--- config.mk ---
export PLATFORM = sky130hd
export DESIGN_NAME = seg_scan_ctrl
export DESIGN_NICKNAME = d
export VERILOG_FILES = /design/src/rtl/seg_pkg.sv /design/src/rtl/hex7seg.sv /design/src/rtl/seg_scan_ctrl.sv
export SDC_FILE = /design/constraint.sdc
export NUM_CORES = 1
export LEC_CHECK = 0
export ABC_CLOCK_PERIOD_IN_PS = 2100
export BUFFER_PORTS_ARGS = -buffer_cell sky130_fd_sc_hd__buf_2
export CORE_UTILIZATION = 50
export CTS_BUF_LIST = sky130_fd_sc_hd__clkbuf_8
export CTS_CLUSTER_DIAMETER = 120
export DETAILED_ROUTE_END_ITERATION = 10
export HOLD_SLACK_MARGIN = 0.1
export PLACE_DENSITY_LB_ADDON = 0.15
export SLEW_MARGIN = 20
export SYNTH_ARGS = -nofsm -noshare
export SYNTH_HDL_FRONTEND = slang
export SYNTH_SLANG_ARGS = --single-unit
--- constraint.sdc ---
create_clock -name clk -period 2.1 [get_ports clk]
set_input_delay 0.525 -clock clk [delete_from_list [all_inputs] [get_ports clk]]
set_output_delay 0.525 -clock clk [all_outputs]
set_load 0.005 [all_outputs]
--- src/rtl/seg_pkg.sv ---
// Shared definitions for the seven-segment display path: scan states,
// active-low segment table and the "all off" constants.
package seg_pkg;

  typedef enum logic [1:0] {IDLE, BLANK, SHOW} scan_state_t;

  localparam logic [6:0] SEG_OFF = 7'h7F;
  localparam logic [3:0] AN_OFF  = 4'hF;

  // Indexed by nibble value; leftmost entry is 4'hF, segments are {g,f,e,d,c,b,a}.
  localparam logic [15:0][6:0] SEG_TABLE = {
    7'h0E, 7'h06, 7'h21, 7'h46, 7'h03, 7'h08, 7'h10, 7'h00,
    7'h78, 7'h02, 7'h12, 7'h19, 7'h30, 7'h24, 7'h79, 7'h40
  };

  function automatic logic [3:0] anode_for(input logic [1:0] sel, input logic [3:0] mask);
    logic [3:0] onehot;
    onehot = 4'b0001 << sel;
    return mask[sel] ? AN_OFF : ~onehot;
  endfunction

endpackage

--- src/rtl/hex7seg.sv ---
// Combinational hex nibble to active-low seven-segment decoder.
module hex7seg
  import seg_pkg::*;
(
  input  logic [3:0] hex,
  output logic [6:0] seg
);

  assign seg = SEG_TABLE[hex];

endmodule

--- src/rtl/seg_scan_ctrl.sv ---
// Four-digit time-division scan controller with dead-time blanking between
// digit slots; every output is registered.
module seg_scan_ctrl
  import seg_pkg::*;
#(
  parameter int TICK_DIV  = 100000,
  parameter int BLANK_CYC = 16
) (
  input  logic       clk,
  input  logic       rst,
  input  logic       en,
  input  logic [3:0] dig_in,
  input  logic [3:0] dp_in,
  input  logic [3:0] blank_mask,
  output logic [1:0] sel,
  output logic [3:0] an,
  output logic [6:0] seg,
  output logic       dp,
  output logic       scan_done
);

  localparam int CNT_W = $clog2(TICK_DIV);
  localparam logic [CNT_W-1:0] LAST_BLANK = CNT_W'(BLANK_CYC - 1);
  localparam logic [CNT_W-1:0] LAST_SLOT  = CNT_W'(TICK_DIV - 1);

  scan_state_t      state, state_next;
  logic [CNT_W-1:0] cnt, cnt_next;
  logic [1:0]       sel_next;
  logic [3:0]       an_next;
  logic [6:0]       seg_next, seg_code;
  logic             dp_next, done_next;

  hex7seg u_dec (
    .hex (dig_in),
    .seg (seg_code)
  );

  always_ff @(posedge clk or posedge rst) begin
    if (rst) begin
      state     <= IDLE;
      cnt       <= '0;
      sel       <= 2'd0;
      an        <= AN_OFF;
      seg       <= SEG_OFF;
      dp        <= 1'b1;
      scan_done <= 1'b0;
    end else begin
      state     <= state_next;
      cnt       <= cnt_next;
      sel       <= sel_next;
      an        <= an_next;
      seg       <= seg_next;
      dp        <= dp_next;
      scan_done <= done_next;
    end
  end

  // The slot counter runs 0..TICK_DIV-1 across BLANK then SHOW, so one slot
  // is always exactly TICK_DIV cycles regardless of masking.
  always_comb begin
    state_next = state;
    cnt_next   = cnt;
    sel_next   = sel;
    an_next    = AN_OFF;
    seg_next   = seg;
    dp_next    = dp;
    done_next  = 1'b0;
    if (!en) begin
      state_next = IDLE;
      cnt_next   = '0;
      sel_next   = 2'd0;
    end else begin
      case (state)
        IDLE: begin
          state_next = BLANK;
          cnt_next   = '0;
          sel_next   = 2'd0;
        end
        BLANK: begin
          cnt_next = cnt + 1'b1;
          if (cnt == LAST_BLANK) begin
            state_next = SHOW;
            seg_next   = seg_code;
            dp_next    = ~dp_in[sel];
            an_next    = anode_for(sel, blank_mask);
          end
        end
        SHOW: begin
          if (cnt == LAST_SLOT) begin
            state_next = BLANK;
            cnt_next   = '0;
            sel_next   = sel + 2'd1;
            done_next  = (sel == 2'd3);
          end else begin
            cnt_next = cnt + 1'b1;
            an_next  = anode_for(sel, blank_mask);
          end
        end
        default: begin
          state_next = IDLE;
          cnt_next   = '0;
          sel_next   = 2'd0;
        end
      endcase
    end
  end

endmodule

==> flow_metrics.tcl, run 1 <==
set metrics [dict create \
    max-vdd-ir-drop_v 0.000434 \
    yosysTopAreaCell "dfrtp_1" \
    syn_to_final_growth_pct 14.2 \
    diodes 0 \
    grt_max_degree 35 \
    cts_inserted_buffers 5 \
    final_nets 274 \
    cts_max_level 2 \
    startpoint_type "register" \
    antenna_found_initial 0 \
    rrSetupSlack_ns 0.29 \
    final_layout_size_suffix_gt1_share_pct 29.0 \
    powerDensity_nw_per_um2 710 \
    cts_tree "done" \
    clkTransAtPathRegs_ns 0.07 \
    cts_buffer_depth 2 \
    ys_async_sr_fraction_pct 100 \
    fp.dieH_um 66.6 \
    wl_um 3960 \
    rows 23 \
    vias 1520 \
    critical_path_required_ns 2.30 \
    critPathKind "register to register" \
    min_period_ns 1.81 \
    avgSynthCellArea_um2 9.92 \
    die-area_um2 4430 \
    via_per_inst 5.15 \
    initial_core_util_pct 52.1 \
    insertion_delay_ns 0.28 \
    cts.sinks 34 \
    io_buffers 29 \
    arrival_ns 2.01 \
    grt_pass1_vias 1514 \
    maxSlewViolCount 0 \
    gp_congestion 0.858 \
    grt_usage_pct 20.4 \
    ys_seq_elements 34 \
    drc 0 \
    ys_warn_count 0 \
    cts_root_buffer "clkbuf_8" \
    syn-num-nets 240 \
    cts_setup_buffers 0 \
    grtUsageMet3_pct 5.65 \
    cts_resized 0 \
    rsz0062_at_grt "false" \
    use_met1_pct 26.2 \
    chipWidth_um 66.6 \
    nFillCells 362 \
    relSlewSlack_pct 70.9 \
    skew_ns 0.00644 \
    cts_hold_buf 0 \
    worst_pin_slew_ns 0.435 \
    busiest_layer "met2" \
    dr.pass1.iters 4 \
    drt.antenna.violating_nets 0 \
    synth-edff-count 0 \
    fin_crit_sh_pct 86.1 \
    setup_violations 0 \
    crit_path_end_kind "register" \
    synthCells 210 \
    detail_route.wl_per_cell_um 13.4 \
    core_um2 4000 \
    ys_seq_area_share_pct 41.6 \
    cap_violations 0 \
    synthTopCellsByArea "dfrtp_1 26%, dfstp_2 15%, ha_1 9.0%, nor2_1 6.7%, a21oi_1 3.8%" \
    fmaxAchievable_ghz 0.553 \
    timing.setup.tns_ns 0 \
    hp-class "input port to async pin" \
    yosysTopAreaCellShare_pct 26.4 \
    syn-cell-area_um2 2080 \
    grt_pass1_wl_um 6750 \
    hpwl_um 2900 \
    cp_max_fo 5 \
    mostFrequentLayoutCells "37 x nor2_1, 29 x buf_2, 22 x dfrtp_1, 17 x nand2_1, 16 x a21oi_1" \
    layout_commonest_cell "nor2_1" \
    io_pins 30 \
    use_met2_pct 33.7 \
    ys_types 46 \
    report.final.hold_viol_count 0 \
    outcome "finished clean" \
    p_total_uw 1690 \
    power.leakage_uw 0.00103 \
    drtIter0Drc 54 \
    grt_overflow_total 0 \
    ys.flop_type "dfrtp_1" \
]
==> power breakdown <==
group | switching (µW) | internal, µW
logic | 224 | 163
registers | 23.2 | 725
clock network | 223 | 331
==> cell families after synthesis <==
family | synth area share [%]
flip-flops | 41.6
adder cells (fa/ha/maj) | 9.01
buffers and inverters | 4.80
XOR/XNOR | 6.31
AO/OA/AOI/OAI | 9.73
multiplexers | 7.33
AND/OR/NAND/NOR | 21.3
==> per-stage QoR <==
stage	cell area [µm²]	setup slack, ns	cells	util, %	hold WS, ns
detailed placement	2270	0.208	287	56.7	0.457
CTS	2380	0.248	295	59.5	0.344
global placement	2270	0.252	287	56.7	0.435
floorplan	2080	0.436	210	-	0.423
finish	2380	0.292	295	59.5	0.335
global route	2380	0.100	295	59.5	0.371
==> worst max-delay path: stages, from the launching register on <==
cell and delay [ns]:
dfrtp_1 0.37, ha_1 0.26, and3_2 0.25, nand3_2 0.14, or2_0 0.26, a21oi_1 0.25
mux2i_1 0.21
==> synth_stat cells, types with 3 or more instances <==
library cell	n
dfrtp_1	22
dfstp_2	12
mux2i_1	4
ha_1	15
nor2_1	37
inv_1	11
a21oi_1	16
nand3_1	6
mux2_2	4
xor2_1	7
nand2_1	17
a21o_1	3
xnor2_1	8
nor3_1	5
mux4_2	3
nand4_1	3
==> layer usage <==
metal,wire length (µm),vias to the layer above
met3,106,2
met5,0,-
met2,1930,24
li1,-,785
met4,19,0
met1,1910,709
==> flip-flops by register name, indices dropped and copies added (netlist names) <==
signal     cells
seg            7
dp             1
cnt           17
state          2
an             4
sel            2
scan_done      1
==> path summary, 6_finish.rpt <==
kind,startpoint,end,depth (start not counted)
setup / recovery,cnt[0]$_DFF_PP0_,state[1]$_DFFE_PP0P_,6
hold / removal,rst,sel[0]$_DFFE_PP0P_,3
setup reg to reg,cnt[0]$_DFF_PP0_,state[1]$_DFFE_PP0P_,6
hold reg to reg,cnt[0]$_DFF_PP0_,cnt[0]$_DFF_PP0_,1
max in group asynchronous,rst,seg[6]$_DFFE_PP1P_,3
min in group clk,cnt[0]$_DFF_PP0_,cnt[0]$_DFF_PP0_,1
==> layout make-up <==
type | instances | area (µm²) | share of cell area (%)
Multi-Input combinational cell | 158 | 1120 | 47.0
Sequential cell | 34 | 866 | 36.4
Timing Repair Buffer | 34 | 183 | 7.68
Clock buffer | 8 | 110 | 4.63
Tap cell | 50 | 62.6 | 2.63
Inverter | 11 | 41.3 | 1.74
(Power assumes the default switching activity.)
==> run 2: changes to the inputs <==
==> constraint.sdc (replaced) <==
create_clock -name clk -period 2.1 [get_ports clk]
set_input_delay 0.42 -clock clk [delete_from_list [all_inputs] [get_ports clk]]
set_output_delay 0.42 -clock clk [all_outputs]
set_load 0.005 [all_outputs]
==> run 2 against run 1 <==
Net effect:
- largest power group unchanged
- worst hold slack worse by 0.12 ns
- final cell count unchanged
- fmax up 0.97%
- critical path type unchanged
- design area up 1.2%
- clock power up 31%
- routed wire length down 1.4%
- utilization up 0.69 points
- non-clock buffer count unchanged
- die area unchanged
==> flow_metrics.tcl, run 2 (same netlist as run 1, synthesis figures left out) <==
set metrics [dict create \
    cts_buffer_depth 2 \
    cts_resized 0 \
    rsz0062_at_grt "false" \
    power_frac_comb_pct 20.4 \
    fp.dieH_um 66.6 \
    core_um2 4000 \
    antenna_found_initial 0 \
    critPathKind "register to register" \
    via_per_inst 5.25 \
    hpwl_um 2860 \
    critical_path_required_ns 2.32 \
    insertion_delay_ns 0.29 \
    vias 1550 \
    syn_to_final_growth_pct 15.6 \
    cap_violations 0 \
    hp-class "input port to async pin" \
    clkPwrFrac_pct 39.2 \
    initial_core_util_pct 52.1 \
    path_buf_inv 0 \
    drt.antenna.violating_nets 0 \
    grt_pass1_vias 1467 \
    mostFrequentLayoutCells "37 x nor2_1, 29 x buf_2, 22 x dfrtp_1, 17 x nand2_1, 16 x a21oi_1" \
    grt_pass1_wl_um 6470 \
    r2r-start "cnt[0]$_DFF_PP0_" \
    path_delay_family "simple AND/OR/NAND/NOR gates" \
    crit_path_end_kind "register" \
    p_int_uw 1360 \
    io_pins 30 \
    cts_max_level 2 \
    fin_crit_sh_pct 85.3 \
    final_layout_size_suffix_gt1_share_pct 29.0 \
    top_layer "met4" \
    startpoint_type "register" \
    diodes 0 \
    clkTransAtPathRegs_ns 0.08 \
    crit_slowest_cell "dfrtp_1" \
    cp_max_fo 5 \
    io_buffers 29 \
    wl_met2_um 1900 \
    drtIter0Drc 42 \
    fmaxAchievable_ghz 0.558 \
    timing.setup.tns_ns 0 \
    netSwitchingFraction_pct 26.7 \
    largest_register_ffs 17 \
    worst_pin_slew_ns 0.424 \
    route.met3.wl_um 119 \
    grt_usage_pct 19.8 \
    drc 0 \
    wl_um 3910 \
    p_total_uw 1860 \
    max_stage_delay_ns 0.36 \
    min_period_ns 1.79 \
    detail_route.wl_per_cell_um 13.2 \
    chipWidth_um 66.6 \
    powerDensity_nw_per_um2 771 \
    pwr-share-seq_pct 40.4 \
    gp_congestion 0.795 \
    grt_overflow_total 0 \
    report.final.hold_viol_count 0 \
    power.leakage_uw 0.00104 \
    cts.sinks 34 \
    final_nets 274 \
    skew_ns 0.00677 \
    cts_setup_buffers 0 \
    max-vdd-ir-drop_v 0.000562 \
    dr.pass1.iters 4 \
    top_register "cnt" \
    setup_violations 0 \
    met1_length_um 1830 \
    rows 23 \
    grt_max_degree 35 \
    net-switching-power_uw 496 \
    cts_tree "done" \
    relSlewSlack_pct 71.7 \
    die-area_um2 4430 \
    cts_hold_buf 0 \
    crit_path_start "cnt[0]$_DFF_PP0_" \
    path_cells "ha_1, and3_2, nand3_2, or2_0, a21oi_1, mux2i_1" \
    maxSlewViolCount 0 \
    nFillCells 367 \
    layout_commonest_cell "nor2_1" \
    top_regs "cnt: 17 flops, seg: 7 flops, an: 4 flops" \
    cts_inserted_buffers 5 \
    outcome "finished clean" \
    cts_root_buffer "clkbuf_8" \
    arrival_ns 2.01 \
]
-- run 2: layout make-up --
cell class / count / area (µm²) / area share, %
clock buffer: 5 / 68.8 / 2.86
clock inverter: 3 / 68.8 / 2.86
inverter: 11 / 41.3 / 1.72
multi-input combinational: 158 / 1120 / 46.4
sequential: 34 / 866 / 36.0
tap: 50 / 62.6 / 2.60
timing repair buffer: 34 / 183 / 7.59
-- run 2: path summary, 6_finish.rpt --
kind / endpoint / slack, ns / cells past startpoint
worst max-delay path: state[1]$_DFFE_PP0P_ / 0.31 / 6
worst min-delay path: sel[0]$_DFFE_PP0P_ / 0.21 / 3
worst max register to register: state[1]$_DFFE_PP0P_ / 0.31 / 6
worst min register to register: cnt[0]$_DFF_PP0_ / 0.46 / 1
max in group asynchronous: seg[6]$_DFFE_PP1P_ / 1.55 / 3
min in group clk: scan_done$_DFF_PP0_ / 0.41 / 3
-- run 2: power by group through the flow --
stage / clock network, µW / logic, µW / registers [µW]
CTS: 744 / 383 / 751
global route: 772 / 431 / 759
finish: 727 / 379 / 750
detailed placement: 0 / 381 / 763
floorplan: 0 / 298 / 763
global placement: 0 / 380 / 763
-- run 2: metrics by stage --
stage          hold WS [ns]  worst slack [ns]  std cells  cell area [µm²]  utilization [%]
2_1_floorplan         0.423             0.436        210             2080                -
3_3_place_gp          0.434             0.338        287             2270             56.7
3_5_place_dp          0.448             0.303        287             2270             56.7
4_1_cts               0.226             0.287        295             2410             60.2
5_1_grt               0.256             0.133        295             2410             60.2
6_report              0.212             0.309        295             2410             60.2
-- run 2: per-layer routing --
metal	global-route usage [%]	vias to the layer above
met4	7.18	0
met2	33.6	26
met5	0	-
li1	-	784
met3	4.62	6
met1	24.2	734
-- run 2: worst min-delay path, stage by stage --
cell	delay (ns)
buf_2	0.09
inv_1	0.04
buf_4	0.37
==> run 3: changes to the inputs <==
- CELL_PAD_IN_SITES_DETAIL_PLACEMENT: not set -> 1
- CELL_PAD_IN_SITES_GLOBAL_PLACEMENT: not set -> 2
- CORE_UTILIZATION: 50 -> 37
- RECOVER_POWER: not set -> 50
==> run 3 against run 2 <==
Net effect:
- non-clock buffer count is the same
- register-to-register slack got worse by 0.11 ns
- fmax fell by 5.8%
- first-iteration DRC count is the same
- clock power decreased by 21%
- critical path type unchanged
- highest routed layer unchanged
==> flow_metrics.tcl, run 3 (same netlist as run 1, synthesis figures left out) <==
set metrics [dict create \
    grtUsageMet3_pct 4.17 \
    final_nets 274 \
    power.leakage_uw 0.00103 \
    top_regs "cnt: 17 flops, seg: 7 flops, an: 4 flops" \
    top_register "cnt" \
    timing.setup.tns_ns 0 \
    power_frac_comb_pct 22.9 \
    maxSlewViolCount 0 \
    cts_tree "done" \
    insertion_delay_ns 0.29 \
    use_met2_pct 28.2 \
    drc 0 \
    rsz0062_at_grt "false" \
    min_period_ns 1.90 \
    net-switching-power_uw 495 \
    gp_congestion 0.787 \
    grt_pass1_vias 1717 \
    cts_buffer_depth 2 \
    drt.antenna.violating_nets 0 \
    outcome "finished clean" \
    arrival_ns 2.11 \
    p_int_uw 1220 \
    worst_pin_slew_ns 0.855 \
    cts.sinks 34 \
    io_pins 30 \
    antenna_found_initial 0 \
    startpoint_type "register" \
    powerDensity_nw_per_um2 713 \
    timing.rr.end "state[1]$_DFFE_PP0P_" \
    cts_resized 0 \
    fp.dieH_um 77.0 \
    mostFrequentLayoutCells "37 x nor2_1, 28 x buf_2, 22 x dfrtp_1, 17 x nand2_1, 16 x a21oi_1" \
    detail_route.wl_per_cell_um 14.6 \
    grt_overflow_total 0 \
    via_per_inst 5.05 \
    skew_ns 0.00695 \
    place_ws_ns 0.176 \
    busiest_layer "met2" \
    design_area_um2 2400 \
    grt_pass1_wl_um 8190 \
    initial_core_util_pct 39.5 \
    grt_usage_pct 17.3 \
    max-vdd-ir-drop_v 0.000376 \
    cap_violations 0 \
    diodes 0 \
    rrSetupSlack_ns 0.20 \
    cts_max_level 2 \
    critPathKind "register to register" \
    netSwitchingFraction_pct 28.9 \
    chipWidth_um 77.0 \
    io_buffers 29 \
    report.final.hold_viol_count 0 \
    clkTransAtPathRegs_ns 0.07 \
    finalWorstSetupSlack_ns 0.198 \
    largest_register_ffs 17 \
    core_um2 5270 \
    hpwl_um 3430 \
    critical_path_required_ns 2.31 \
    fmaxAchievable_ghz 0.526 \
    cts_root_buffer "clkbuf_8" \
    syn_to_final_growth_pct 15.3 \
    postPlaceCellArea_um2 2290 \
    cts_hold_buf 0 \
    die-area_um2 5930 \
    crit_path_end_kind "register" \
    vias 1592 \
    clkPwrFrac_pct 33.4 \
    relSlewSlack_pct 43.0 \
    pwr-share-seq_pct 43.7 \
    wl_um 4600 \
    cp_max_fo 5 \
    final_layout_size_suffix_gt1_share_pct 28.6 \
    cts_inserted_buffers 5 \
    rows 26 \
    grt_max_degree 35 \
    fin_crit_sh_pct 90.6 \
    hp-class "input port to async pin" \
    setup_violations 0 \
    r2r-start "cnt[0]$_DFF_PP0_" \
    cts_setup_buffers 0 \
    drtIter0Drc 42 \
    rr_worst_depth 6 \
    layout_commonest_cell "nor2_1" \
    dr.pass1.iters 4 \
    use_met1_pct 22.9 \
]
## run 3: cell count changes in the layout (fill, tap and decap cells not counted), sizes merged
cell,previous run,this run
clkinv,1,0
buf,34,32
bufinv,2,0
clkbuf,5,10
## run 3: power by group through the flow
| stage | combinational, µW | sequential (µW) | clock (µW) |
|---|---|---|---|
| 6_report | 392 | 748 | 572 |
| 5_1_grt | 445 | 756 | 623 |
| 4_1_cts | 399 | 749 | 597 |
| 3_5_place_dp | 397 | 761 | 0 |
| 3_3_place_gp | 382 | 758 | 0 |
| 2_1_floorplan | 298 | 763 | 0 |
## run 3: area by class of cell
class / instances / area (µm²)
fillers: 612 / 2870
multi-input cells: 158 / 1120
flip-flops and latches: 34 / 866
repair buffers: 34 / 179
clock buffers: 8 / 110
well taps: 70 / 87.6
inverters: 11 / 41.3
## run 3: metal layers
metal / vias up / part of all wire (%)
met2: 26 / 47
met1: 778 / 48
met5: - / 0
met4: 0 / 1.2
li1: 781 / -
met3: 7 / 3.9
## run 3: critical path, cell delays in order (launching register included)
cell and delay (ns):
dfrtp_1 0.37, ha_1 0.27, and3_2 0.26, nand3_2 0.16, or2_0 0.27, a21oi_1 0.27, mux2i_1 0.23
## run 3: worst max path at each step
stage / start / endpoint / slack (ns) / depth (start not counted)
finish: cnt[0]$_DFF_PP0_ / state[1]$_DFFE_PP0P_ / 0.20 / 6
global route: cnt[0]$_DFF_PP0_ / state[1]$_DFFE_PP0P_ / 0.04 / 6
CTS: cnt[0]$_DFF_PP0_ / state[1]$_DFFE_PP0P_ / 0.16 / 6
detailed placement: cnt[0]$_DFF_PP0_ / state[1]$_DFFE_PP0P_ / 0.18 / 6
global placement: cnt[0]$_DFF_PP0_ / state[1]$_DFFE_PP0P_ / 0.24 / 6
floorplan: cnt[0]$_DFF_PP0_ / state[0]$_DFFE_PP0P_ / 0.44 / 6
## run 3: metrics by stage
stage | hold slack, ns | total power [µW] | instances | utilization (%)
floorplan | 0.423 | 1060 | 210 | -
global route | 0.454 | 1820 | 315 | 45.6
finish | 0.391 | 1710 | 315 | 45.6
global placement | 0.438 | 1140 | 307 | 43.5
CTS | 0.240 | 1750 | 315 | 45.6
detailed placement | 0.452 | 1160 | 307 | 43.5
